**src/rtl/ptw_resp_tlb.sv**
```systemverilog
// ptw_resp_tlb
//   Fully-associative VPN->PPN translation store filled by up to CHANNELS
//   page-table-walker response ports. Each cycle at most one fill is taken,
//   chosen by a round-robin arbiter. Error fills bump a saturating counter
//   and are never cached. A registered single-cycle lookup port serves the
//   downstream TLB consumer.
//
// Ports
//   clk            rising-edge clock
//   reset          asynchronous active-low reset
//   io_fill_valid  per-channel fill request
//   io_fill_ready  per-channel accept (one-hot or zero, low during flush/reset)
//   io_fill_error  per-channel PTW error flag
//   io_fill_vpn    packed VPNs, channel i at [i*VPN_W +: VPN_W]
//   io_fill_ppn    packed PPNs, channel i at [i*PPN_W +: PPN_W]
//   io_flush       invalidate every entry at the next edge
//   io_req_valid   lookup request
//   io_req_vpn     lookup VPN
//   io_resp_valid  registered io_req_valid
//   io_resp_hit    registered lookup hit
//   io_resp_ppn    registered hit PPN, 0 on miss
//   io_err_cnt     saturating count of accepted error fills
module ptw_resp_tlb #(
  parameter int unsigned CHANNELS = 2,
  parameter int unsigned ENTRIES  = 4,
  parameter int unsigned VPN_W    = 20,
  parameter int unsigned PPN_W    = 32
) (
  input  logic                      clk,
  input  logic                      reset,
  input  logic [CHANNELS-1:0]       io_fill_valid,
  output logic [CHANNELS-1:0]       io_fill_ready,
  input  logic [CHANNELS-1:0]       io_fill_error,
  input  logic [CHANNELS*VPN_W-1:0] io_fill_vpn,
  input  logic [CHANNELS*PPN_W-1:0] io_fill_ppn,
  input  logic                      io_flush,
  input  logic                      io_req_valid,
  input  logic [VPN_W-1:0]          io_req_vpn,
  output logic                      io_resp_valid,
  output logic                      io_resp_hit,
  output logic [PPN_W-1:0]          io_resp_ppn,
  output logic [7:0]                io_err_cnt
);

  localparam int unsigned CH_W = (CHANNELS > 1) ? $clog2(CHANNELS) : 1;
  localparam int unsigned EN_W = $clog2(ENTRIES);

  // ---------------------------------------------------------------------------
  // State
  // ---------------------------------------------------------------------------
  logic [CH_W-1:0]  r_rr_ptr;
  logic [EN_W-1:0]  r_victim_ptr;
  logic [7:0]       r_err_cnt;
  logic [ENTRIES-1:0] r_valid;
  logic [VPN_W-1:0] r_vpn [ENTRIES];
  logic [PPN_W-1:0] r_ppn [ENTRIES];
  logic             r_resp_valid;
  logic             r_resp_hit;
  logic [PPN_W-1:0] r_resp_ppn;

  // ---------------------------------------------------------------------------
  // Round-robin arbiter: first requesting channel at or after r_rr_ptr
  // ---------------------------------------------------------------------------
  logic [CH_W-1:0]     w_idx;
  logic [CH_W-1:0]     w_grant_idx;
  logic                w_grant_any;

  always_comb begin
    w_idx       = '0;
    w_grant_idx = '0;
    w_grant_any = 1'b0;
    for (int unsigned k = 0; k < CHANNELS; k++) begin
      w_idx = CH_W'((32'(r_rr_ptr) + k) % CHANNELS);
      if (!w_grant_any && io_fill_valid[w_idx]) begin
        w_grant_any = 1'b1;
        w_grant_idx = w_idx;
      end
    end
  end

  // Grant vector and selected fill payload
  logic [CHANNELS-1:0] w_grant;
  logic [VPN_W-1:0]    w_fill_vpn;
  logic [PPN_W-1:0]    w_fill_ppn;
  logic                w_fill_err;

  always_comb begin
    w_grant    = '0;
    w_fill_vpn = '0;
    w_fill_ppn = '0;
    w_fill_err = 1'b0;
    for (int unsigned k = 0; k < CHANNELS; k++) begin
      if (w_grant_any && (32'(w_grant_idx) == k)) begin
        w_grant[k] = 1'b1;
        w_fill_vpn = io_fill_vpn[k*VPN_W +: VPN_W];
        w_fill_ppn = io_fill_ppn[k*PPN_W +: PPN_W];
        w_fill_err = io_fill_error[k];
      end
    end
  end

  // Ready is also forced low while reset is held so nothing looks accepted
  // during an asynchronous reset window.
  logic w_fill_acc;
  logic w_wr;
  logic w_err_acc;

  assign io_fill_ready = w_grant & {CHANNELS{~io_flush & reset}};
  assign w_fill_acc    = w_grant_any & ~io_flush & reset;
  assign w_wr          = w_fill_acc & ~w_fill_err;
  assign w_err_acc     = w_fill_acc &  w_fill_err;

  // ---------------------------------------------------------------------------
  // Slot selection: matching VPN, else lowest invalid, else victim
  // ---------------------------------------------------------------------------
  logic            w_match_any;
  logic [EN_W-1:0] w_match_idx;
  logic            w_free_any;
  logic [EN_W-1:0] w_free_idx;
  logic            w_use_victim;
  logic [EN_W-1:0] w_slot;

  always_comb begin
    w_match_any = 1'b0;
    w_match_idx = '0;
    w_free_any  = 1'b0;
    w_free_idx  = '0;
    for (int unsigned e = 0; e < ENTRIES; e++) begin
      if (r_valid[e] && (r_vpn[e] == w_fill_vpn)) begin
        w_match_any = 1'b1;
        w_match_idx = EN_W'(e);
      end
      if (!w_free_any && !r_valid[e]) begin
        w_free_any = 1'b1;
        w_free_idx = EN_W'(e);
      end
    end
    w_use_victim = !w_match_any && !w_free_any;
    if (w_match_any) begin
      w_slot = w_match_idx;
    end else if (w_free_any) begin
      w_slot = w_free_idx;
    end else begin
      w_slot = r_victim_ptr;
    end
  end

  // ---------------------------------------------------------------------------
  // Lookup: VPNs are unique among valid entries, so OR-ing hit PPNs is exact
  // ---------------------------------------------------------------------------
  logic             w_lk_hit;
  logic [PPN_W-1:0] w_lk_ppn;

  always_comb begin
    w_lk_hit = 1'b0;
    w_lk_ppn = '0;
    for (int unsigned e = 0; e < ENTRIES; e++) begin
      if (r_valid[e] && (r_vpn[e] == io_req_vpn)) begin
        w_lk_hit = 1'b1;
        w_lk_ppn = w_lk_ppn | r_ppn[e];
      end
    end
  end

  // ---------------------------------------------------------------------------
  // Control state and registered response
  // ---------------------------------------------------------------------------
  always_ff @(posedge clk or negedge reset) begin
    if (!reset) begin
      r_valid      <= '0;
      r_rr_ptr     <= '0;
      r_victim_ptr <= '0;
      r_err_cnt    <= '0;
      r_resp_valid <= 1'b0;
      r_resp_hit   <= 1'b0;
      r_resp_ppn   <= '0;
    end else begin
      if (io_flush) begin
        r_valid <= '0;
      end else if (w_wr) begin
        r_valid[w_slot] <= 1'b1;
      end

      if (w_wr && w_use_victim) begin
        r_victim_ptr <= r_victim_ptr + EN_W'(1);
      end

      if (w_fill_acc) begin
        r_rr_ptr <= CH_W'((32'(w_grant_idx) + 1) % CHANNELS);
      end

      if (w_err_acc && (r_err_cnt != 8'hFF)) begin
        r_err_cnt <= r_err_cnt + 8'd1;
      end

      r_resp_valid <= io_req_valid;
      r_resp_hit   <= io_req_valid & w_lk_hit;
      r_resp_ppn   <= io_req_valid ? w_lk_ppn : '0;
    end
  end

  // Translation payload storage carries no reset; validity lives in r_valid.
  always_ff @(posedge clk) begin
    if (w_wr) begin
      r_vpn[w_slot] <= w_fill_vpn;
      r_ppn[w_slot] <= w_fill_ppn;
    end
  end

  assign io_resp_valid = r_resp_valid;
  assign io_resp_hit   = r_resp_hit;
  assign io_resp_ppn   = r_resp_ppn;
  assign io_err_cnt    = r_err_cnt;

endmodule

```
**config.mk**
```make
export PLATFORM = sky130hd
export DESIGN_NAME = ptw_resp_tlb
export DESIGN_NICKNAME = d
export VERILOG_FILES = /design/src/rtl/ptw_resp_tlb.sv
export SDC_FILE = /design/constraint.sdc
export NUM_CORES = 1
export LEC_CHECK = 0
export BUFFER_PORTS_ARGS = -buffer_cell sky130_fd_sc_hd__buf_2
export CAP_MARGIN = 20
export CORE_ASPECT_RATIO = 1.75
export CORE_MARGIN = 3
export CORE_UTILIZATION = 26
export CTS_CLUSTER_SIZE = 12
export DETAILED_ROUTE_END_ITERATION = 8
export GPL_TIMING_DRIVEN = 0
export PLACE_DENSITY = 0.54
export REMOVE_ABC_BUFFERS = 1
export SKIP_CTS_REPAIR_TIMING = 1
export SLEW_MARGIN = 40
export SYNTH_ARGS = -nofsm -noshare
export SYNTH_HDL_FRONTEND = slang
export SYNTH_SLANG_ARGS = --single-unit
```
**constraint.sdc**
```tcl
create_clock -name clk -period 7 [get_ports clk]
set_input_delay 0.35 -clock clk [delete_from_list [all_inputs] [get_ports clk]]
set_output_delay 0.35 -clock clk [all_outputs]
set_load 0.03 [all_outputs]
```
; Yosys cells after proc, flatten, opt, wreduce, memory -nomap -nowiden
; Memories as Yosys holds them, arrays and structs flattened.
; Cells that the tools add are included.
[word_totals]
n_memories = 2
in_bits = 132
wordCells = 114
output_inout_bits = 44
ramBits = 208
latch_bits = 0
regBits = 49
mem_bits_ro = 0
[classes]
n_addsub = 4
n_eq_ne = 9
n_shift = 0
n_bitwise = 14
n_reduce_logical = 27
order_cmp = 4
n_div = 0
n_mul = 0
muxes = 47
[memory_table]
columns = memory, depth, width, rd, rd_clocked_by_memory_dff, write_ports, line_no
row1 = r_ppn, 4, 32, 4, 0, 1, 56  ; logic [PPN_W-1:0] r_ppn [ENTRIES];
row2 = r_vpn, 4, 20, 4, 0, 1, 55  ; logic [VPN_W-1:0] r_vpn [ENTRIES];
[op_table]
columns = op, n
row1 = $mux 32, 7
row2 = $eq 20x20->1, 8
row3 = $or 32x32->32, 3
row4 = $mux 20, 2
row5 = $mux 1, 29
row6 = $logic_and 1x1->1, 18
row7 = $mux 2, 6
row8 = $add 8x1->8 const B, 1
row9 = $logic_not 1->1, 8
row10 = $mux 4, 2
row11 = $ne 8x8->1 const B, 1
row12 = $and 1x1->1, 6
row13 = $lt 1x2->1 const B, 2
row14 = $or 4x4->4, 1
row15 = $lt 2x3->1 const B, 1
row16 = $not 1->1, 3
row17 = $add 1x1->1 const B, 2
row18 = $add 2x1->2 const B, 1
row19 = $and 2x2->2, 1
row20 = $demux 1 s2, 1
row21 = $ge 2x1->1 const B, 1
row22 = $reduce_bool 2->1, 1

; Longest topological paths before layout
; Gate-level depths: netlist of run 1.
[logic_depth]
word_depth = 24
mapped_depth = 12
ltp_nobuf = 9

; Worst setup path before layout of run 1
; OpenSTA, ideal clock, no wires.
[synth_timing]
path_type = input to register
from = input port io_fill_valid[1]
to = memory r_ppn[2][0], enable pin
required_ns = 6.406
path_stages = 11
n_path_buf = 3
setup_ns = 0.594
slack_ns = -0.786
arrival_ns = 7.192
path_cell_list = buf_4 > a21boi_2 > buf_6 > buf_6 > a32oi_4 > xnor2_1 > nor4_1 > nand2_1 > nor3_2 > a21oi_4 > nor4_1
[synth_between]
elab_chain_len = 17
word_cells_on_any_way = 39
cone_classes = eq/ne (4) / mux (22) / bitwise (5) / reduce/logical (8)
[synth_lines]
columns = element, line_no
row1 = from (decl), 31  ; input logic [CHANNELS-1:0] io_fill_valid,
row2 = $mux 1 (implied by the code) (2 in a row), 74  ; if (!w_grant_any && io_fill_valid[w_idx]) begin
row3 = $mux 1, 74
row4 = $logic_not 1->1, 74
row5 = $logic_and 1x1->1, 74
row6 = $mux 1, 74
row7 = $not 1->1, 93  ; if (w_grant_any && (32'(w_grant_idx) == k)) begin
row8 = $logic_and 1x1->1, 93
row9 = $mux 20 (2 in a row), 93
row10 = $eq 20x20->1, 129  ; if (r_valid[e] && (r_vpn[e] == w_fill_vpn)) begin
row11 = $logic_and 1x1->1, 129
row12 = $mux 1 (4 in a row), 129
row13 = $mux 2, 139  ; if (w_match_any) begin
row14 = to (decl), 56
; Parallel ways exist; a longest one is shown, timed or not. The select of a mux whose other input is x is not followed.

; Final worst setup path of run 1
[layout_timing]
from = register r_rr_ptr
to = memory r_ppn[2][1], enable pin
[layout_between]
elab_chain_len = 17
word_cells_on_any_way = 40
cone_classes = add/sub (1) / eq/ne (4) / mux (22) / bitwise (5) / reduce/logical (8)
[layout_lines]
columns = element, line_no
row1 = from (decl), 51  ; logic [CH_W-1:0] r_rr_ptr;
row2 = from (signal assigned), 189  ; r_rr_ptr <= CH_W'((32'(w_grant_idx) + 1) % CHANNELS);
row3 = $mux 1 (implied by the code) (2 in a row), 74
row4 = $mux 1, 74
row5 = $logic_not 1->1, 74
row6 = $logic_and 1x1->1, 74
row7 = $mux 1, 74
row8 = $not 1->1, 93
row9 = $logic_and 1x1->1, 93
row10 = $mux 20 (2 in a row), 93
row11 = $eq 20x20->1, 129
row12 = $logic_and 1x1->1, 129
row13 = $mux 1 (4 in a row), 129
row14 = $mux 2, 139
; Parallel ways exist; a longest one is shown, timed or not. The select of a mux whose other input is x is not followed.

==> flow_metrics.tcl, run 1 <==
set metrics [dict create \
    status "completed" \
    synth_cell_types 47 \
    critPathArrivalTime_ns 5.18 \
    grt_pass1_wl_um 50100 \
    clkTransAtPathRegs_ns 0.07 \
    crit_required_ns 7.25 \
    hold_violations 0 \
    setup_viol 0 \
    max-vdd-ir-drop_v 0.000154 \
    critPathMaxStageDelay_ns 0.73 \
    tritoncts "done" \
    ys_ff_latch 257 \
    fillerInstances 4363 \
    final_util 0.327 \
    drt_iter0_drc 320 \
    synth_top_cell_by_area "edfxtp_1" \
    postRouteAntennaNets 0 \
    gp_congestion 0.880 \
    crit_path_frequent_cell "buf_2" \
    cp_slowest_cell "nor4_1" \
    ys.warnings.count 0 \
    synth_top_cell_area_share 0.543 \
    critical_path.top_delay_family "simple AND/OR/NAND/NOR gates" \
    cts.htree.levels 1 \
    path_class "reg2reg" \
    skew_ns 0.0297 \
    postSynthAreaPerCell_um2 15.4 \
    layout.cells.most_common "buf_2" \
    end_kind "register" \
    initial_utilization 0.264 \
    relSlewSlack 0.453 \
    synth_area_leaders "edfxtp_1, dfrtp_1, xnor2_1" \
    period_share 0.705 \
    num_rows 101 \
    die_y_um 284 \
    grt_pass1_vias 7747 \
    async_flop_share 0.191 \
    cts_sinks 257 \
    ios 176 \
    drtPass1Iterations 4 \
    path_cells "a21boi_4 > buf_8 > buf_8 > a32oi_2 > xnor2_1 > nor4_1 > nand2_1 > nor3_2 > a21oi_4 > nor4_2 > buf_2 > buf_2 > buf_2 > buf_2 > buf_2" \
    finalCriticalPeriod_ns 4.93 \
    cts_root_buffer "clkbuf_16" \
    p_leak_nw 5.20 \
    avgViaCountPerCell 4.53 \
    drv_cap 0 \
    route.detailed.drc 0 \
    ys_seq_area_frac 0.650 \
    drt_wl_total_um 34400 \
    clock_latency_ns 0.55 \
    numCtsBuffers 26 \
    gr-total-overflow 0 \
    fmax_ghz 0.203 \
    vias 7120 \
    die-area_mm2 0.0469 \
    rsz0062_at_grt "false" \
    wl_per_cell_um 21.9 \
    synth_edf_count 208 \
    crit_path_max_fanout 14 \
    portBuffers 175 \
    die_w_um 165 \
    hp-class "in2reg" \
    final_nets 1115 \
    yosys_most_used_dff "edfxtp_1" \
    p_per_area_mw_per_mm2 240 \
    synth_cells 749 \
    final_cell_mix "buf_2, edfxtp_1, xnor2_1" \
    startpoint_type "register" \
    clockBufferDepth 3 \
    synth_area_mm2 0.0115 \
    track_usage 0.146 \
    crit_buf_inv 7 \
    core_mm2 0.0436 \
    worst_slew_pin_slew_ns 0.813 \
    dp_hpwl_um 26400 \
    tns_ns 0 \
    antenna_found_initial 4 \
    drive_above_1_share 0.310 \
    grt_max_degree 35 \
    slew_violations 0 \
    area_delta_synth_final_pct 23.8 \
]
-- area by class of cell --
cell class	instances	area, um2	share of cell area
multi-input combinational	433	3790	0.266
timing repair buffer	239	1400	0.0979
antenna	3	7.51	0.000527
clock inverter	4	31.3	0.00220
clock buffer	44	738	0.0518
sequential	257	7470	0.525
tap	566	708	0.0497
inverter	25	98.8	0.00694
-- power by group --
group          total [mW]  switching, mW  internal, mW
combinational       0.398          0.247         0.151
clock                1.29          0.578         0.716
sequential           1.73         0.0235          1.71
-- cells in the mapped netlist (2+ instances only) --
| master | n |
|---|---|
| nand4_1 | 17 |
| a32oi_2 | 4 |
| dfrtp_1 | 49 |
| nor3_2 | 3 |
| a21boi_0 | 32 |
| a22o_1 | 32 |
| nor2b_1 | 2 |
| nor4_1 | 32 |
| o21a_1 | 3 |
| clkbuf_1 | 25 |
| a22oi_1 | 65 |
| edfxtp_1 | 208 |
| nand3_1 | 9 |
| nor2_1 | 5 |
| buf_6 | 6 |
| inv_1 | 25 |
| a32oi_4 | 16 |
| nor3_1 | 8 |
| and3_1 | 5 |
| xnor2_1 | 103 |
| xor2_1 | 66 |
| and2_1 | 2 |
| nand2_1 | 8 |
-- logic make-up (layout without fill, tap and decap cells) --
family          after synthesis  count (layout)  synth area share
buf+inv                      59             312            0.0250
compound gates              165             165             0.144
simple gates                 97              97            0.0506
xor+xnor                    169             169             0.129
other cells                   0               3                 0
mux                           1               1          0.000979
flops                       257             257             0.650
fa+ha+maj                     1               1           0.00109
-- final timing paths --
check                           startpoint         endpoint  slack [ns]  depth (start not counted)
setup / recovery                  r_rr_ptr      r_ppn[2][1]        2.07                         15
hold / removal             io_fill_ppn[60]     r_ppn[0][28]        0.18                          2
setup reg to reg                  r_rr_ptr      r_ppn[2][1]        2.07                         15
hold reg to reg            r_victim_ptr[1]  r_victim_ptr[1]        0.48                          1
max in group asynchronous            reset  io_resp_ppn[18]        6.27                          3
min in group asynchronous            reset  r_victim_ptr[1]        0.24                          2
-- state kept, by name, indices dropped and copies added, names as in the netlist --
signal / count
r_valid: 4
r_ppn: 128
io_resp_ppn: 32
r_victim_ptr: 2
io_resp_hit: 1
r_rr_ptr: 1
io_err_cnt: 8
io_resp_valid: 1
r_vpn: 80
-- metrics by stage --
stage	power, mW	cell area, um2	hold slack, ns	instances	worst slack, ns
final	3.42	14200	0.177	1571	2.07
after global routing	3.57	14200	0.167	1569	1.78
after detailed placement	2.17	13400	0.259	1518	1.51
after CTS	3.48	14200	-0.343	1566	1.96
after floorplan	1.98	11300	0.0544	715	-2.51
after global placement	2.15	12900	0.465	1456	-10.83
-- per-layer routing --
metal  vias up  track usage  share of wire
met2       205        0.270           0.54
li1       3344            -              -
met5         -            0        0.00058
met1      3503        0.157           0.36
met4         2       0.0766          0.056
met3        66       0.0179          0.041
-- worst reg2reg max path: cells and delay by family, from the launching register on --
| family | cells | cell delay, ns |
|---|---|---|
| AO/OA/AOI/OAI | 3 | 0.77 |
| XOR/XNOR | 1 | 0.25 |
| buffers and inverters | 7 | 1.43 |
| flip-flops | 1 | 0.42 |
| AND/OR/NAND/NOR | 4 | 1.78 |
(Power assumes the default switching activity.)
==> run 2, diff against run 1 <==
- PLACE_DENSITY: 0.54 -> 0.53
- clock period: 7 -> 4.59 ns (I/O delays scaled with it)
==> flow_metrics.tcl, run 2 (synthesized netlist as in run 1, its figures left out) <==
set metrics [dict create \
    hold_violations 0 \
    drive_above_1_share 0.318 \
    portBuffers 175 \
    initial_utilization 0.264 \
    clock_latency_ns 0.55 \
    area_delta_synth_final_pct 25.2 \
    critPathArrivalTime_ns 4.73 \
    path_class "reg2reg" \
    grt_max_degree 35 \
    status "completed" \
    crit_path_frequent_cell "buf_2" \
    period_share 0.966 \
    p_leak_nw 5.22 \
    vias 7194 \
    min_path_cells 2 \
    die_y_um 284 \
    slew_violations 0 \
    largest_reg_flops 128 \
    r2r-end "r_ppn[2][29]" \
    path_cells "nand2b_4 > a32oi_2 > xnor2_1 > nor4_1 > nand4_1 > or4_4 > a41oi_1 > nor4_4 > buf_2 > buf_2 > buf_4 > buf_2 > buf_4" \
    ios 176 \
    regMostFlops "r_ppn" \
    relSlewSlack 0.431 \
    placed_cells 1517 \
    hp-class "in2reg" \
    gr-total-overflow 0 \
    tns_ns 0 \
    startpoint_type "register" \
    avgViaCountPerCell 4.57 \
    end_kind "register" \
    track_usage 0.145 \
    drt_wl_total_um 34800 \
    wl_per_cell_um 22.1 \
    grt_pass1_vias 7764 \
    fillerInstances 4348 \
    clockBufferDepth 3 \
    drt_iter0_drc 453 \
    drv_cap 0 \
    regArea_mm2 0.00747 \
    crit_path_max_fanout 11 \
    reg2reg_setup_slack_ns 0.15 \
    dp_hpwl_um 26500 \
    power_mw 5.29 \
    fmax_ghz 0.225 \
    clkTransAtPathRegs_ns 0.06 \
    route.detailed.drc 0 \
    cts_root_buffer "clkbuf_16" \
    max-vdd-ir-drop_v 0.000321 \
    min-delay-start "io_fill_ppn[37]" \
    cp_slowest_cell "nor4_1" \
    skew_ns 0.0199 \
    p_per_area_mw_per_mm2 368 \
    worst_slew_pin_slew_ns 0.846 \
    multi_input_area_mm2 0.00388 \
    finalCriticalPeriod_ns 4.44 \
    grt_pass1_wl_um 50100 \
    final_nets 1117 \
    timing.rr.start "r_rr_ptr" \
    cts.htree.levels 1 \
    final_util 0.330 \
    dp_slack_ns -0.522 \
    drtPass1Iterations 4 \
    final_cell_mix "buf_2, edfxtp_1, xnor2_1" \
    antenna_found_initial 7 \
    numCtsBuffers 27 \
    die-area_mm2 0.0469 \
    layout.cells.most_common "buf_2" \
    core_mm2 0.0436 \
    tritoncts "done" \
    fin_area_mm2 0.0144 \
    gp_congestion 0.846 \
    num_rows 101 \
    worst_slack_ns 0.155 \
    setup_viol 0 \
    reg2reg_depth 13 \
    min_to "r_ppn[3][5]" \
    crit_required_ns 4.89 \
    instances_no_fill 1574 \
    place_area_mm2 0.0135 \
    hold_slack_ns 0.0493 \
    postRouteAntennaNets 0 \
    die_w_um 165 \
    critPathMaxStageDelay_ns 0.63 \
    cts_sinks 257 \
]
==> run 2: cell count changes in the layout (fill, tap and decap cells not counted), moves of 2 or more <==
| cell | change |
|---|---|
| a32oi_4 | +3 |
| nor4_2 | +4 |
| nor4_1 | -5 |
| clkbuf_1 | -2 |
| a32oi_2 | -3 |
| buf_2 | -5 |
| buf_4 | +4 |
| clkinv_2 | -2 |
==> run 2: cell type report <==
| type | instances | share of cell area |
|---|---|---|
| Antenna cell | 4 | 0.000695 |
| Clock buffer | 44 | 0.0535 |
| Clock inverter | 5 | 0.00235 |
| Inverter | 25 | 0.00687 |
| Multi-Input combinational cell | 434 | 0.270 |
| Sequential cell | 257 | 0.519 |
| Tap cell | 566 | 0.0492 |
| Timing Repair Buffer | 239 | 0.0988 |
==> run 2: worst max-delay path, delay by kind of cell, from the launching register on <==
family,cells,cell delay [ns]
buffers and inverters,5,0.87
flip-flops,1,0.45
AND/OR/NAND/NOR,5,1.83
XOR/XNOR,1,0.11
AO/OA/AOI/OAI,2,0.90
==> run 2: how the worst max path moves through the flow <==
stage / cells past startpoint / endpoint / startpoint
final: 13 / r_ppn[2][29] / r_rr_ptr
after CTS: 13 / r_ppn[2][31] / r_rr_ptr
after detailed placement: 17 / r_ppn[2][27] / io_fill_valid[1]
after global routing: 17 / r_ppn[2][31] / r_rr_ptr
after global placement: 9 / r_ppn[2][31] / io_fill_valid[1]
after floorplan: 8 / r_ppn[2][0] / r_rr_ptr
==> run 2: metal layers <==
metal | global-route usage | wire length (um) | share of wire
met5 | 0 | 28 | 0.00081
met4 | 0.0640 | 1500 | 0.043
met3 | 0.0271 | 1730 | 0.050
met2 | 0.271 | 19200 | 0.55
met1 | 0.155 | 12300 | 0.35
==> run 2: where the power goes <==
part | internal [mW] | switching, mW | total (mW)
sequential | 2.60 | 0.0367 | 2.64
clock | 1.14 | 0.883 | 2.02
combinational | 0.236 | 0.394 | 0.630
==> run 3, diff against run 2 <==
--- a/config.mk
+++ b/config.mk
@@ -15,2 +15,3 @@
 export GPL_TIMING_DRIVEN = 0
+export MAX_ROUTING_LAYER = met4
 export PLACE_DENSITY = 0.53
--- a/constraint.sdc
+++ b/constraint.sdc
@@ -3,2 +3,2 @@
 set_output_delay 0.2295 -clock clk [all_outputs]
-set_load 0.03 [all_outputs]
+set_load 0.005 [all_outputs]
==> flow_metrics.tcl, run 3 (synthesized netlist as in run 1, its figures left out) <==
set metrics [dict create \
    status "completed" \
    drt_iter0_drc 332 \
    grt_pass1_wl_um 50200 \
    route.detailed.drc 0 \
    tritoncts "done" \
    cts_sinks 257 \
    regMostFlops "r_ppn" \
    instances_no_fill 1581 \
    clock_latency_ns 0.54 \
    setup_viol 0 \
    hold_violations 0 \
    skew_ns 0.0110 \
    finalCriticalPeriod_ns 4.45 \
    max-vdd-ir-drop_v 0.000241 \
    period_share 0.969 \
    power_mw 5.29 \
    die_y_um 284 \
    place_area_mm2 0.0134 \
    rsz0062_at_grt "false" \
    grt_pass1_vias 7718 \
    numCtsBuffers 27 \
    worst_slack_ns 0.141 \
    crit_path_max_fanout 14 \
    area_delta_synth_final_pct 25.8 \
    clock_power_share 0.386 \
    critPathArrivalTime_ns 4.75 \
    p_leak_nw 5.25 \
    final_nets 1123 \
    num_rows 101 \
    p_per_area_mw_per_mm2 366 \
    ios 176 \
    worst_slew_pin_slew_ns 0.756 \
    avgViaCountPerCell 4.52 \
    cts.htree.levels 1 \
    antenna_found_initial 7 \
    drt_wl_total_um 35100 \
    intPower_mw 4.01 \
    largest_reg_flops 128 \
    layout.cells.most_common "buf_2" \
    gr-total-overflow 0 \
    startpoint_type "register" \
    relSlewSlack 0.491 \
    dp_hpwl_um 26700 \
    die-area_mm2 0.0469 \
    core_mm2 0.0436 \
    placed_cells 1518 \
    seqPwrFrac 0.499 \
    postRouteAntennaNets 0 \
    drive_above_1_share 0.323 \
    tns_ns 0 \
    grt_max_degree 35 \
    fin_area_mm2 0.0145 \
    crit_path_frequent_cell "buf_2" \
    slew_violations 0 \
    comb_power_share 0.115 \
    cts_root_buffer "clkbuf_16" \
    final_util 0.332 \
    die_w_um 165 \
    wl_per_cell_um 22.2 \
    crit_required_ns 4.89 \
    end_kind "register" \
    vias 7149 \
    hold_slack_ns 0.0513 \
    cp_slowest_cell "or4_4" \
    clkTransAtPathRegs_ns 0.06 \
    clockBufferDepth 3 \
    drtPass1Iterations 4 \
    hp-class "in2reg" \
    gp_congestion 0.859 \
    critPathMaxStageDelay_ns 0.59 \
    path_cells "a21boi_4 > buf_8 > buf_8 > buf_8 > a32oi_4 > xnor2_1 > nor4_1 > nand4_1 > or4_4 > a41oi_1 > nor4_4 > buf_2 > buf_2 > buf_2 > buf_2 > buf_2 > buf_2" \
    dp_slack_ns -0.988 \
    switchingPower_mw 1.28 \
    fmax_ghz 0.225 \
    track_usage 0.150 \
    path_class "reg2reg" \
    portBuffers 175 \
    netSwitchingFraction 0.243 \
    initial_utilization 0.264 \
    drv_cap 0 \
    final_cell_mix "buf_2, edfxtp_1, xnor2_1" \
]
run 3: cell types whose count changed in the layout (fill, tap and decap cells not counted), sizes merged:
cell / change
clkbuf: -2
buf: +6
bufinv: +1
diode: +2
inv: -1
clkinv: +1
run 3: power by group through the flow:
stage | Combinational [mW] | Clock, mW | Sequential (mW)
final | 0.608 | 2.04 | 2.64
after global routing | 0.662 | 2.19 | 2.65
after CTS | 0.596 | 2.11 | 2.64
after detailed placement | 0.594 | 0 | 2.69
after global placement | 0.566 | 0 | 2.69
after floorplan | 0.302 | 0 | 2.68
run 3: layer usage:
metal,up-vias,share of wire,track usage
met1,3520,0.35,0.153
met4,0,0.050,0.0699
met2,192,0.55,0.275
met5,-,0,-
li1,3367,-,-
met3,70,0.047,0.0249
run 3: critical path, delay by kind of cell (launching register included):
family / cells / cell delay [ns]
AND/OR/NAND/NOR: 4 / 1.20
XOR/XNOR: 1 / 0.23
AO/OA/AOI/OAI: 3 / 0.72
buffers and inverters: 9 / 1.55
flip-flops: 1 / 0.48
run 3: area by class of cell:
cell class              count  area, um2
inverters                  25       98.8
well taps                 566        708
diodes                      6       15.0
multi-input cells         434       3930
clock inverters             6       60.1
repair buffers            245       1440
fillers                  4301      29100
flip-flops and latches    257       7470
clock buffers              42        742
run 3: path summary, 6_finish.rpt:
path	from	end	slack (ns)	cells after the start
max in group asynchronous	reset	io_resp_ppn[14]	3.96	3
setup reg to reg	r_rr_ptr	r_ppn[2][27]	0.14	17
hold / removal	io_fill_ppn[61]	r_ppn[1][29]	0.05	2
setup / recovery	r_rr_ptr	r_ppn[2][27]	0.14	17
hold reg to reg	r_victim_ptr[1]	r_victim_ptr[1]	0.47	1
min in group asynchronous	reset	io_resp_ppn[11]	0.12	2
